### src/rtl/pixel_writer.sv
// Region write-back engine: buffers filtered pixels in a small FIFO and writes them
// to image memory in raster order using the address/enable/DRDY handshake.
//
// state  | meaning
// S_IDLE | waiting for Wrt_Start; FIFO still accepts pixels
// S_WAIT | region active, waiting for a pixel in the FIFO
// S_REQ  | write request held on the bus until Wrt_DRDY
// S_DONE | one-cycle Wrt_Done pulse, then back to idle
module pixel_writer #(
  parameter int DATA_WIDTH = 24,
  parameter int BUS_WIDTH  = 32,
  parameter int IMG_WIDTH  = 512,
  parameter int FIFO_DEPTH = 4
) (
  input  logic                  Wrt_Clk,
  input  logic                  Wrt_Rset,
  input  logic                  Wrt_Start,
  input  logic [BUS_WIDTH-1:0]  Wrt_Rstrt,
  input  logic [BUS_WIDTH-1:0]  Wrt_Cstrt,
  input  logic [BUS_WIDTH-1:0]  Wrt_Rcnt,
  input  logic [BUS_WIDTH-1:0]  Wrt_Ccnt,
  input  logic [DATA_WIDTH-1:0] Wrt_PixData,
  input  logic                  Wrt_PixValid,
  output logic                  Wrt_PixReady,
  output logic [BUS_WIDTH-1:0]  Wrt_MemAddr,
  output logic [DATA_WIDTH-1:0] Wrt_MemData,
  output logic [1:0]            Wrt_Wen,
  input  logic                  Wrt_DRDY,
  output logic                  Wrt_Busy,
  output logic                  Wrt_Done
);

  localparam int PTR_W = $clog2(FIFO_DEPTH);
  localparam int CNT_W = $clog2(FIFO_DEPTH + 1);
  localparam logic [BUS_WIDTH-1:0] IMG_W = BUS_WIDTH'(IMG_WIDTH);
  localparam logic [BUS_WIDTH-1:0] ONE   = BUS_WIDTH'(1);

  typedef enum logic [1:0] {S_IDLE, S_WAIT, S_REQ, S_DONE} state_t;

  state_t                state;
  logic [DATA_WIDTH-1:0] fifo_mem [FIFO_DEPTH];
  logic [PTR_W-1:0]      wr_ptr, rd_ptr;
  logic [CNT_W-1:0]      count;
  logic                  push, pop;

  logic [BUS_WIDTH-1:0]  row, col, cstrt, col_last, rows_left;
  logic [BUS_WIDTH-1:0]  addr_next;

  assign Wrt_PixReady = (count != CNT_W'(FIFO_DEPTH));
  assign push         = Wrt_PixValid && Wrt_PixReady;
  assign pop          = (state == S_WAIT) && (count != '0);
  assign addr_next    = row * IMG_W + col;

  always_ff @(posedge Wrt_Clk) begin
    if (push) fifo_mem[wr_ptr] <= Wrt_PixData;
  end

  always_ff @(posedge Wrt_Clk or negedge Wrt_Rset) begin
    if (!Wrt_Rset) begin
      wr_ptr <= '0;
      rd_ptr <= '0;
      count  <= '0;
    end else begin
      if (push) wr_ptr <= wr_ptr + PTR_W'(1);
      if (pop)  rd_ptr <= rd_ptr + PTR_W'(1);
      case ({push, pop})
        2'b10:   count <= count + CNT_W'(1);
        2'b01:   count <= count - CNT_W'(1);
        default: count <= count;
      endcase
    end
  end

  // rows_left counts down whole rows; the last write is the end column of the final row
  always_ff @(posedge Wrt_Clk or negedge Wrt_Rset) begin
    if (!Wrt_Rset) begin
      state       <= S_IDLE;
      row         <= '0;
      col         <= '0;
      cstrt       <= '0;
      col_last    <= '0;
      rows_left   <= '0;
      Wrt_MemAddr <= '0;
      Wrt_MemData <= '0;
      Wrt_Wen     <= 2'b00;
      Wrt_Busy    <= 1'b0;
      Wrt_Done    <= 1'b0;
    end else begin
      Wrt_Done <= 1'b0;
      case (state)
        S_IDLE: begin
          if (Wrt_Start) begin
            row       <= Wrt_Rstrt;
            col       <= Wrt_Cstrt;
            cstrt     <= Wrt_Cstrt;
            col_last  <= Wrt_Cstrt + Wrt_Ccnt - ONE;
            rows_left <= Wrt_Rcnt;
            if (Wrt_Rcnt == '0 || Wrt_Ccnt == '0) begin
              state    <= S_DONE;
              Wrt_Done <= 1'b1;
            end else begin
              state    <= S_WAIT;
              Wrt_Busy <= 1'b1;
            end
          end
        end
        S_WAIT: begin
          if (pop) begin
            Wrt_MemData <= fifo_mem[rd_ptr];
            Wrt_MemAddr <= addr_next;
            Wrt_Wen     <= 2'b01;
            state       <= S_REQ;
          end
        end
        S_REQ: begin
          if (Wrt_DRDY) begin
            Wrt_Wen <= 2'b00;
            if (col == col_last) begin
              col       <= cstrt;
              row       <= row + ONE;
              rows_left <= rows_left - ONE;
              if (rows_left == ONE) begin
                state    <= S_DONE;
                Wrt_Busy <= 1'b0;
                Wrt_Done <= 1'b1;
              end else begin
                state <= S_WAIT;
              end
            end else begin
              col   <= col + ONE;
              state <= S_WAIT;
            end
          end
        end
        S_DONE:  state <= S_IDLE;
        default: state <= S_IDLE;
      endcase
    end
  end

endmodule

### config.mk
export PLATFORM = sky130hd
export DESIGN_NAME = pixel_writer
export DESIGN_NICKNAME = d
export VERILOG_FILES = /design/src/rtl/pixel_writer.sv
export SDC_FILE = /design/constraint.sdc
export NUM_CORES = 1
export LEC_CHECK = 0
export ABC_AREA = 1
export BUFFER_PORTS_ARGS = -buffer_cell sky130_fd_sc_hd__buf_4
export CAP_MARGIN = 20
export CORE_ASPECT_RATIO = 1.75
export CORE_MARGIN = 3
export CORE_UTILIZATION = 35
export DETAILED_ROUTE_END_ITERATION = 10
export PLACE_DENSITY_LB_ADDON = 0.1
export SYNTH_ARGS = -nofsm -noshare
export SYNTH_HDL_FRONTEND = slang
export SYNTH_SLANG_ARGS = --single-unit
### constraint.sdc
create_clock -name Wrt_Clk -period 2.85 [get_ports Wrt_Clk]
set_clock_uncertainty 0.1 [all_clocks]
set_input_delay 0.57 -clock Wrt_Clk [delete_from_list [all_inputs] [get_ports Wrt_Clk]]
set_output_delay 0.57 -clock Wrt_Clk [all_outputs]
set_load 0.03 [all_outputs]
==> results of run 1 <==
## metal layers
layer	vias to the layer above	part of all wire [%]	GRT usage (%)
li1	9427	-	-
met1	8717	40	25.2
met2	440	52	42.6
met3	114	3.5	2.74
met4	0	5.0	10.4
met5	-	0	0
## sequential cells by signal, summed over array words and instances, names as in the netlist
name	count
col_last	32
cstrt	32
rd_ptr	2
Wrt_Wen	1
Wrt_MemData	24
row	23
rows_left	32
Wrt_Busy	1
count	3
Wrt_Done	1
col	32
wr_ptr	2
fifo_mem	96
state	2
Wrt_MemAddr	32
## where the power goes
group	switching (mW)	leakage (nW)	internal, mW
Combinational	8.70	7.90	4.69
Clock	1.98	0.540	2.52
Sequential	1.59	3.49	6.51
## stage by stage
step | setup TNS, ns | cells | utilization [%] | total power [mW] | area [um2]
floorplan | 0 | 2763 | - | 16.8 | 20100
global placement | -0.131 | 3766 | 41.0 | 21.5 | 23200
detailed placement | -0.228 | 3766 | 41.0 | 21.7 | 23200
CTS | 0 | 3826 | 43.0 | 26.3 | 24300
global route | 0 | 3826 | 43.0 | 28.3 | 24300
finish | 0 | 3826 | 43.0 | 26.0 | 24300
## logic make-up after synthesis
kind of cell | count (synthesis) | synth area share [%]
compound gates | 377 | 9.98
xor+xnor | 81 | 3.53
fa+ha+maj | 95 | 6.03
buf+inv | 455 | 8.93
flops | 315 | 41.7
mux | 13 | 0.648
other cells | 1 | 0.0187
simple gates | 1426 | 29.2
## synth_stat cells (25+ instances only)
master,n
ha_1,92
inv_1,363
nand4_1,38
nand3_1,205
edfxtp_1,96
a21oi_1,74
clkbuf_1,50
nor2_1,373
xnor2_1,45
o21ai_1,28
nor3_1,25
o21ai_0,215
a31oi_1,28
nand2_1,749
xor2_1,36
dfrtp_1,219
## worst min-delay path by stage
| stage | slack, ns | to | start | cells past startpoint |
|---|---|---|---|---|
| final | 0.11 | fifo_mem[3][14] | Wrt_PixData[14] | 1 |
| after CTS | 0.07 | fifo_mem[0][3] | Wrt_PixData[3] | 1 |
| after global routing | 0.08 | fifo_mem[3][21] | Wrt_PixData[21] | 1 |
| after detailed placement | 0.37 | Wrt_MemAddr[27] | Wrt_MemAddr[27] | 2 |
| after global placement | 0.36 | count[0] | count[0] | 1 |
| after floorplan | 0.17 | Wrt_Busy | Wrt_Rset | 0 |
## cell type report
cell class | instances | share of cell area [%]
sequential | 315 | 34.4
tap | 760 | 3.91
clock inverter | 11 | 0.479
multi-input combinational | 1993 | 40.9
timing repair buffer | 328 | 10.5
clock buffer | 48 | 4.02
inverter | 371 | 5.74
## placed cells by master, fill, tap and decap left out, types with 4 or more instances in the layout
cell / n
nor2_2: 6
buf_4: 319
clkinv_2: 6
inv_2: 8
ha_1: 92
nand2_2: 4
a31oi_1: 28
o21a_1: 6
o21ai_1: 29
o21bai_1: 11
clkbuf_1: 9
nor3_1: 25
buf_12: 7
nor2_1: 369
nand2_1: 747
nand3b_1: 9
o21ai_0: 214
inv_1: 362
a21oi_1: 73
clkbuf_16: 36
nand4_1: 38
xnor2_1: 45
dfrtp_1: 219
mux2i_1: 13
edfxtp_1: 96
xor2_1: 36
a21boi_0: 5
nand3_1: 205
or2_2: 12
## worst max-delay path, delay by kind of cell, from the launching register on
| kind | cells | cell delay (ns) |
|---|---|---|
| compound gates | 3 | 0.79 |
| fa+ha+maj | 1 | 0.32 |
| flops | 1 | 0.41 |
| simple gates | 6 | 0.80 |
## timing repair
item / CTS / global route
setup endpoints to repair: 0 / 3
hold endpoints to repair: 61 / 0
hold buffers: 1 / 0
resized for setup: 0 / 2
==> summary.md, run 1 <==
| Metric | Value |
|---|---|
| Die Height | `323 um` |
| TritonCTS clock tree | `done` |
| CTS root buf | `clkbuf_16` |
| WL/cell | `18.0 um` |
| Final worst path period share | `87.6%` |
| Setup ws final | `0.354 ns` |
| Syn Inst Count | `~2.8k` |
| Inserted Clock Buffers | `35` |
| Fillers | `5964` |
| Grt ovf | `0` |
| HPWL after DPL | `around 53000 um` |
| Syn avg cell area | `7.27 um2` |
| Htree depth | `2` |
| ANT cells | `0` |
| Worst Setup Start Kind | `register` |
| FF-to-FF End | `Wrt_MemAddr[21]` |
| Max-cap violations | `0` |
| Register area share after synthesis | `41.7%` |
| FFs w/ async S/R, synth | `between 60 and 70%` |
| Clock buffer depth | `3` |
| Synth top area share | `27.3%` |
| Reg2Reg Setup Slack | `0.35 ns` |
| Crit-path slowest cell | `dfrtp_1` |
| Largest stage delay, worst path | `0.41 ns` |
| Starting Density | `35.5%` |
| DRC viols | `0` |
| Routed vias/inst | `4.89` |
| 1st-pass router iterations | `7` |
| Largest net degree at the start of global routing | `96` |
| ANT nets after route | `0` |
| Die area | `60400 um2` |
| Reg clk slew, reported paths | `0.06 ns` |
| Synth area leaders | `dfrtp_1 27%, edfxtp_1 14%, nand2_1 14%` |
| CP required | `3.24 ns` |
| Max FO, Critical Path | `4` |
| Critical path launch point | `row[5]` |
| Via count | `18.7k` |
| Nets | `3296` |
| Synth warnings | `0` |
| Fmax | `0.401 GHz` |
| P_leak | `11.9 nW` |
| Most used cell, CP | `nand2_1` |
| Overall Global Routing Usage | `22.5%` |
| Post-place setup slack | `-0.0753 ns` |
| Post-Syn Nets | `3015` |
| Reg-to-Reg Start | `row[5]` |
| Crit path time final | `2.50 ns` |
| First-pass GRT wire length | `107000 um` |
| Cell type with the largest total area after synthesis | `dfrtp_1` |
| # rows | `115` |
| Hold_ws | `0.105 ns` |
| Setup-failing EPs final | `0` |
| Setup crit end | `Wrt_MemAddr[21]` |
| Initial DRC Count | `1084` |
| Class of the tightest hold or removal check | `in2reg` |
| CORE AREA | `56500 um2` |
| Power Density | `between 1000 and 1500 nW/um2` |
| Vias in the first global route | `19.1k` |
| Setup Fix Bufs, Post-CTS | `0` |
| Maximum VDD drop | `0.703 mV` |
| Area Overhead vs Synth | `21.0%` |
| Top FF cell, synth | `dfrtp_1` |
| Worst reg2reg path depth | `10` |
| CP Cell Sequence | `ha_1, a21oi_1, o21ai_0, nor2_1, o21ai_1, nand2_1, nand2_1, nand2_1, nand3_1, nand2_1` |
| Fin. max-slew vios | `0` |
| Status | `complete, no violations` |
| Gp weighted congestion | `~0.95` |
| Final hold vios | `0` |
| Multi-input gate area | `9940 um2` |
| Io pins | `218` |
| #FFs+latches synth | `315` |
| Post-synthesis cell area | `20100 um2` |
| RSZ-0062 raised after global routing | `no` |
| Die width | `between 150 and 200 um` |
| Number of synthesized flops with an enable pin | `96` |
| Port-buffer cells | `207` |
| Drt total wl | `68800 um` |
| Clk sinks | `315` |
| Initial antenna violation count | `0` |
| Slew margin rel. | `39.9%` |
| Clk_lat worst skew | `0.56 ns` |
| Crit Path Category | `reg2reg` |
| Fraction of layout cells with a size suffix above 1 | `13.5%` |
| Crit path DAT | `2.89 ns` |
| Sequential cell area | `8360 um2` |
| Slew of the pin with the lowest slew margin | `0.902 ns` |
| Yosys cell types | `44` |
| Critical Path End Type | `register` |
Power figures use the tool's default switching activity.
==> inputs of run 2 (changes only) <==
--- a/config.mk
+++ b/config.mk
@@ -12,6 +12,7 @@
 export CORE_MARGIN = 3
 export CORE_UTILIZATION = 35
 export DETAILED_ROUTE_END_ITERATION = 10
+export HOLD_SLACK_MARGIN = 0.15
 export PLACE_DENSITY_LB_ADDON = 0.1
 export SYNTH_ARGS = -nofsm -noshare
 export SYNTH_HDL_FRONTEND = slang
==> run 2 against run 1 <==
- non-clock buffer count increased by 24
- power about the same
- sequential share of layout area decreased by 0.34 points
- register-to-register slack about the same
- combinational power about the same
- fmax increased by 0.25%
- critical path depth unchanged
- sequential power about the same
- clock power about the same
- critical path type unchanged
==> summary.md, run 2 (synthesis gave the netlist of run 1 again) <==
| Metric | Value |
|---|---|
| Status | `complete, no violations` |
| Class of the tightest hold or removal check | `in2reg` |
| Io pins | `218 (unchanged)` |
| Fraction of layout cells with a size suffix above 1 | `13.4% (-0.10 points)` |
| Crit-path slowest cell | `dfrtp_1` |
| Clk_lat worst skew | `0.56 ns (about the same)` |
| Post-place setup slack | `-0.0753 ns (unchanged)` |
| ANT nets after route | `0 (unchanged)` |
| Clk sinks | `315 (unchanged)` |
| CORE AREA | `56500 um2 (unchanged)` |
| Grt ovf | `0 (unchanged)` |
| # rows | `115 (unchanged)` |
| Vias in the first global route | `19.2k (+0.76%)` |
| Fillers | `5944 (-0.34%)` |
| ANT cells | `0 (unchanged)` |
| Final worst path period share | `87.4% (-0.22 points)` |
| Drt total wl | `68800 um (about the same)` |
| Most used cell, CP | `nand2_1` |
| First-pass GRT wire length | `107000 um (+0.20%)` |
| CP required | `3.24 ns (about the same)` |
| Setup Fix Bufs, Post-CTS | `0 (unchanged)` |
| Max reg flops | `96 (unchanged)` |
| Routed vias/inst | `4.85 (-0.70%)` |
| Die Height | `323 um (unchanged)` |
| Starting Density | `35.5% (unchanged)` |
| P_leak | `12.0 nW (+0.84%)` |
| Hold_ws | `0.200 ns (+0.0951 ns)` |
| Commonest cells after routing, fill and taps aside | `747 x nand2_1, 369 x nor2_1, 362 x inv_1` |
| Htree depth | `2 (unchanged)` |
| Die width | `187 um (unchanged)` |
| Setup ws final | `0.360 ns (+0.00626 ns)` |
| Reg clk slew, reported paths | `0.06 ns (about the same)` |
| Slew of the pin with the lowest slew margin | `0.884 ns (-0.0178 ns)` |
| HPWL after DPL | `52700 um (unchanged)` |
| Tot Pwr | `26.0 mW (about the same)` |
| Nets | `3320 (+0.73%)` |
| Top delay family on crit path | `compound AO/OA/AOI/OAI gates` |
| CP Cell Sequence | `ha_1, a21oi_1, o21ai_0, nor2_1, o21ai_1, nand2_1, nand2_1, nand2_1, nand3_1, nand2_1` |
| 1st-pass router iterations | `5 (-2)` |
| Fin. max-slew vios | `0 (unchanged)` |
| Crit Path Category | `reg2reg` |
| RSZ-0062 raised after global routing | `no` |
| Via count | `18.7k (-0.080%)` |
| WL/cell | `17.9 um (-0.54%)` |
| Area Overhead vs Synth | `22.2%` |
| Worst Setup Start Kind | `register` |
| Largest stage delay, worst path | `0.41 ns (about the same)` |
| Largest net degree at the start of global routing | `96 (unchanged)` |
| DRC viols | `0 (unchanged)` |
| Power Density | `1060 nW/um2 (-0.90%)` |
| Max FO, Critical Path | `4 (unchanged)` |
| Max-cap violations | `0 (unchanged)` |
| Top reg by flops | `fifo_mem` |
| Final hold vios | `0 (unchanged)` |
| Reg2Reg Setup Slack | `0.36 ns (about the same)` |
| Fmax | `0.402 GHz (+0.25%)` |
| Gp weighted congestion | `0.954 (unchanged)` |
| Setup-failing EPs final | `0 (unchanged)` |
| Initial DRC Count | `1101 (+1.6%)` |
| CTS root buf | `clkbuf_16` |
| Slew margin rel. | `41.0% (+1.2 points)` |
| TritonCTS clock tree | `done` |
| Commonest non-fill, non-tap cell in the layout | `nand2_1` |
| Initial antenna violation count | `0 (unchanged)` |
| Port-buffer cells | `207 (unchanged)` |
| Overall Global Routing Usage | `22.6% (+0.025 points)` |
| Number of buffers and inverters on the critical path | `0 (unchanged)` |
| Maximum VDD drop | `0.731 mV (+4.0%)` |
| Die area | `60400 um2 (unchanged)` |
| Crit path time final | `2.49 ns (-0.00625 ns)` |
| Clock buffer depth | `3 (unchanged)` |
| Final core occ | `43.4% (+0.42 points)` |
| Inserted Clock Buffers | `35 (unchanged)` |
| Crit path DAT | `2.88 ns (about the same)` |
| Critical Path End Type | `register` |
-- run 2: cell count changes in the layout (fill, tap and decap cells not counted) --
cell and delta:
dlygate4sd3_1 +24
-- run 2: final cells by class --
type | instances | area, um2 | share of cell area [%]
tap | 760 | 951 | 3.87
clock inverter | 11 | 116 | 0.474
multi-input combinational | 1993 | 9940 | 40.5
sequential | 315 | 8360 | 34.1
timing repair buffer | 352 | 2800 | 11.4
inverter | 371 | 1390 | 5.68
clock buffer | 48 | 976 | 3.98
-- run 2: timing repair --
item / CTS / global route
gates resized for setup: 0 / 2
endpoints found under the hold margin: 157 / 0
setup endpoints to repair: 0 / 3
hold buffers: 25 / 0
-- run 2: path summary, 6_finish.rpt --
| check | start | to | cells past startpoint |
|---|---|---|---|
| setup / recovery | row[5] | Wrt_MemAddr[21] | 10 |
| hold / removal | Wrt_Rstrt[12] | row[12] | 3 |
| setup reg to reg | row[5] | Wrt_MemAddr[21] | 10 |
| hold reg to reg | count[0] | count[0] | 1 |
| max in group asynchronous | Wrt_Rset | cstrt[15] | 3 |
| min in group asynchronous | Wrt_Rset | Wrt_MemAddr[30] | 2 |
-- run 2: report_power, final --
| group | internal [mW] | switching [mW] | leakage [nW] | total (mW) |
|---|---|---|---|---|
| logic | 4.71 | 8.70 | 8.01 | 13.4 |
| registers | 6.51 | 1.60 | 3.49 | 8.11 |
| clock network | 2.52 | 1.97 | 0.540 | 4.49 |
-- run 2: metrics by stage --
step / TNS, ns / std cells / area (um2)
after detailed placement: -0.228 / 3766 / 23200
final: 0 / 3850 / 24500
after global routing: 0 / 3850 / 24500
after floorplan: 0 / 2763 / 20100
after CTS: 0 / 3850 / 24500
after global placement: -0.131 / 3766 / 23200
-- run 2: worst reg2reg max path, delay by kind of cell (launching register included) --
family | cells | cell delay, ns
AO/OA/AOI/OAI | 3 | 0.80
adder cells (fa/ha/maj) | 1 | 0.32
flip-flops | 1 | 0.41
AND/OR/NAND/NOR | 6 | 0.80
-- run 2: routing by layer --
| metal | global-route usage, % | routed length (um) |
|---|---|---|
| met1 | 25.2 | 27300 |
| met2 | 42.8 | 35800 |
| met3 | 2.58 | 2250 |
| met4 | 10.4 | 3450 |
| met5 | 0 | 0 |
==> inputs of run 3 (changes only) <==
--- a/config.mk
+++ b/config.mk
@@ -5,7 +5,6 @@
 export SDC_FILE = /design/constraint.sdc
 export NUM_CORES = 1
 export LEC_CHECK = 0
-export ABC_AREA = 1
 export BUFFER_PORTS_ARGS = -buffer_cell sky130_fd_sc_hd__buf_4
 export CAP_MARGIN = 20
 export CORE_ASPECT_RATIO = 1.75
==> run 3 against run 2 <==
- fmax fell by 22%
- utilization increased by 4.2 points
- largest power group unchanged
- power down 3.1%
- non-clock buffer count grew 139
- combinational power decreased by 4%
- highest routed layer unchanged
- synthesized cell count shrank 30%
- the run now ends with negative setup slack left
- sequential share of layout area rose by 1.1 points
==> summary.md, run 3 <==
| Metric | Value |
|---|---|
| Status | `complete, but fails checks` |
| Failing checks | `negative setup slack` |
| Maximum VDD drop | `0.600 mV (-18%)` |
| Setup ws final | `-0.336 ns (-0.696 ns)` |
| Power Internal | `14.6 mW (+5.9%)` |
| ANT nets after route | `0 (unchanged)` |
| Crit Path Category | `reg2reg` |
| Crit-path slowest cell | `or4b_4` |
| Post-synthesis cell area | `17800 um2 (-11%)` |
| Power Density | `1060 nW/um2 (about the same)` |
| Fin. max-slew vios | `0 (unchanged)` |
| Port-buffer cells | `207 (unchanged)` |
| Clock buffer depth | `3 (unchanged)` |
| Initial antenna violation count | `1 (+1)` |
| Largest family of logic cells by synthesized area | `compound AO/OA/AOI/OAI gates` |
| DRC viols | `0 (unchanged)` |
| Class of the tightest hold or removal check | `in2reg` |
| Top FF cell, synth | `dfrtp_1` |
| Register area share after synthesis | `46.9% (+5.2 points)` |
| CTS root buf | `clkbuf_16` |
| Overall Global Routing Usage | `21.9% (-0.69 points)` |
| Adder-Cell Fraction of Synth Area | `6.79% (+0.76 points)` |
| Via count | `15.6k (-16%)` |
| Io pins | `218 (unchanged)` |
| Clk_lat worst skew | `0.54 ns (-0.02 ns)` |
| HPWL after DPL | `45500 um (-14%)` |
| Synth warnings | `0 (unchanged)` |
| TritonCTS clock tree | `done` |
| Syn avg cell area | `9.23 um2 (+27%)` |
| Tot Pwr | `25.2 mW (-3.1%)` |
| Reg2Reg Setup Slack | `-0.34 ns (-0.70 ns)` |
| Min-delay src | `Wrt_Rstrt[0]` |
| CP Cell Sequence | `ha_2, inv_2, fa_2, nor2b_2, o31a_1, or4b_4, a32o_2, o41ai_4, buf_4, o31a_1, buf_4, xnor2_2, nand2_1, nand2_1` |
| Number of synthesized flops with an enable pin | `96 (unchanged)` |
| Fillers | `4820 (-19%)` |
| Compound-Gate Fraction of Synth Area | `16.6% (+6.7 points)` |
| Setup-failing EPs final | `7 (+7)` |
| Slew of the pin with the lowest slew margin | `0.588 ns (-0.296 ns)` |
| First-pass GRT wire length | `91500 um (-14%)` |
| Yosys cell types | `71 (+61%)` |
| Net Sw Frac | `42.3% (-4.9 points)` |
| # rows | `108 (-6.1%)` |
| Largest net degree at the start of global routing | `110 (+15%)` |
| Synth top cells by count | `332 x nand2_1, 219 x dfrtp_1, 201 x o21ai_0, 152 x inv_1, 146 x a21oi_1` |
| Cell type with the largest total area after synthesis | `dfrtp_1` |
| Commonest cells after routing, fill and taps aside | `453 x buf_4, 331 x nand2_1, 219 x dfrtp_1` |
| Final worst path period share | `112% (+24 points)` |
| Area Overhead vs Synth | `33.4%` |
| P_leak | `10.7 nW (-11%)` |
| Comb pwr share | `50.9% (-0.7 points)` |
| Max reg flops | `96 (unchanged)` |
| #FFs+latches synth | `315 (unchanged)` |
| Setup TNS Final | `-1.53 ns (-1.53 ns)` |
| Hold path cells | `3 (unchanged)` |
| Routed vias/inst | `5.12 (+5.6%)` |
| FFs w/ async S/R, synth | `69.5% (unchanged)` |
| Nets | `2618 (-21%)` |
| Initial DRC Count | `903 (-18%)` |
| Crit path DAT | `3.56 ns (+0.68 ns)` |
| Synth area leaders | `dfrtp_1 31%, edfxtp_1 16%, nand2_1 7.0%` |
| Drt total wl | `58900 um (-14%)` |
| Top reg by flops | `fifo_mem` |
| Final hold vios | `0 (unchanged)` |
| WL/cell | `19.3 um (+8.0%)` |
| Commonest non-fill, non-tap cell in the layout | `buf_4` |
| Syn Inst Count | `1932 (-30%)` |
| 1st-pass router iterations | `6 (+1)` |
| Die width | `177 um (-5.6%)` |
| RSZ-0062 raised after global routing | `yes` |
| Max-cap violations | `0 (unchanged)` |
| Fmax | `0.314 GHz (-22%)` |
| Post-Syn Nets | `2184 (-28%)` |
| Clk pwr share | `17.6% (+0.3 points)` |
| Htree depth | `2 (unchanged)` |
| Worst reg2reg path depth | `14 (+4)` |
| CORE AREA | `50000 um2 (-12%)` |
| Worst Setup Start Kind | `register` |
| FF-to-FF End | `Wrt_MemAddr[29]` |
| Post-synthesis mux area share | `3.66% (+3.0 points)` |
| Hold Crit Endpoint | `row[0]` |
| Crit path time final | `3.19 ns (+0.696 ns)` |
| Starting Density | `35.7% (+0.17 points)` |
| Psw | `10.7 mW (-13%)` |
| Slew margin rel. | `60.6% (+20 points)` |
| Largest stage delay, worst path | `0.52 ns (+0.11 ns)` |
| Most numerous cell in the Yosys netlist | `nand2_1` |
| Vias in the first global route | `16.0k (-17%)` |
| Flop pwr share | `31.4% (+0.2 points)` |
| Fraction of layout cells with a size suffix above 1 | `26.2% (+13 points)` |
| Die Height | `305 um (-5.6%)` |
| CP required | `3.22 ns (-0.02 ns)` |
| Synth Area in XOR/XNOR | `4.81% (+1.3 points)` |
| Synth top area share | `30.7% (+3.4 points)` |
| Die area | `53800 um2 (-11%)` |
| Max FO, Critical Path | `3 (-1)` |
| Synth Area in Simple Gates | `16.0% (-13 points)` |
| Reg-to-Reg Start | `col[9]` |
| Reg clk slew, reported paths | `0.06 ns (about the same)` |
| Final core occ | `47.6% (+4.2 points)` |
| Inserted Clock Buffers | `35 (unchanged)` |
| Clk sinks | `315 (unchanged)` |
| Gp weighted congestion | `0.877 (-8.0%)` |
| Critical Path End Type | `register` |
| Grt ovf | `0 (unchanged)` |
[run 3: per-layer routing]
layer / part of all wire [%] / up-vias / track usage, %
met4: 4.8 / 0 / 8.87
met3: 3.7 / 107 / 2.75
met5: 0 / - / 0
met2: 54 / 342 / 41.3
met1: 37 / 7528 / 24.5
li1: - / 7661 / -
[run 3: logic make-up (layout without fill, tap and decap cells)]
logic type                 Yosys count  count (layout)
muxes                               35              35
and+or+nand+nor                    634             634
other                                1               2
AOI/OAI and AO/OA                  508             508
adders and majority gates           95              95
buffers and inverters              246             705
DFF                                315             315
xor gates and xnor gates            98              98
[run 3: worst max-delay path: cells and delay by family (launching register included)]
family,cells,cell delay (ns)
buffers and inverters,3,0.37
adder cells (fa/ha/maj),2,0.41
flip-flops,1,0.39
XOR/XNOR,1,0.10
AO/OA/AOI/OAI,4,1.03
AND/OR/NAND/NOR,4,0.73
[run 3: through the flow]
| stage | setup slack (ns) | hold WS (ns) | cell area [um2] | cells |
|---|---|---|---|---|
| 2_1_floorplan | -0.146 | 0.174 | 18100 | 1932 |
| 3_3_place_gp | -0.587 | 0.361 | 22200 | 2956 |
| 3_5_place_dp | -0.660 | 0.364 | 22200 | 2956 |
| 4_1_cts | -0.336 | 0.167 | 23600 | 3047 |
| 5_1_grt | -0.428 | 0.197 | 23800 | 3051 |
| 6_report | -0.336 | 0.194 | 23800 | 3052 |
[run 3: worst max-delay path by stage]
| stage | from | end | depth (start not counted) |
|---|---|---|---|
| 4_1_cts | col[9] | Wrt_MemAddr[31] | 13 |
| 5_1_grt | col[9] | Wrt_MemAddr[29] | 14 |
| 3_5_place_dp | Wrt_Cstrt[1] | col_last[31] | 15 |
| 6_report | col[9] | Wrt_MemAddr[29] | 14 |
| 3_3_place_gp | Wrt_Cstrt[1] | col_last[31] | 15 |
| 2_1_floorplan | row[0] | Wrt_MemAddr[31] | 12 |
[run 3: final cells by class]
type                            instances  area (um2)  area share (%)
Antenna cell                            1        2.50          0.0105
Inverter                              152         606            2.55
Sequential cell                       315        8360            35.2
Timing Repair Buffer                  491        3910            16.4
Tap cell                              660         826            3.47
Clock inverter                         12         125           0.526
Clock buffer                           50         982            4.13
Multi-Input combinational cell       1371        8970            37.7
[run 3: what timing repair did]
item,CTS,global route
buffers inserted,4,4
hold buffers,25,0
endpoints found under the setup margin,11,54
hold endpoints to repair,143,0
resized for setup,11,22
pin swaps,9,14
[run 3: power groups by stage]
stage	Sequential (mW)	Clock, mW	Combinational [mW]
floorplan	8.33	0	6.86
global placement	7.97	0	12.5
detailed placement	8.02	0	12.7
CTS	7.95	4.58	12.9
global route	8.14	4.74	14.2
finish	7.93	4.44	12.8
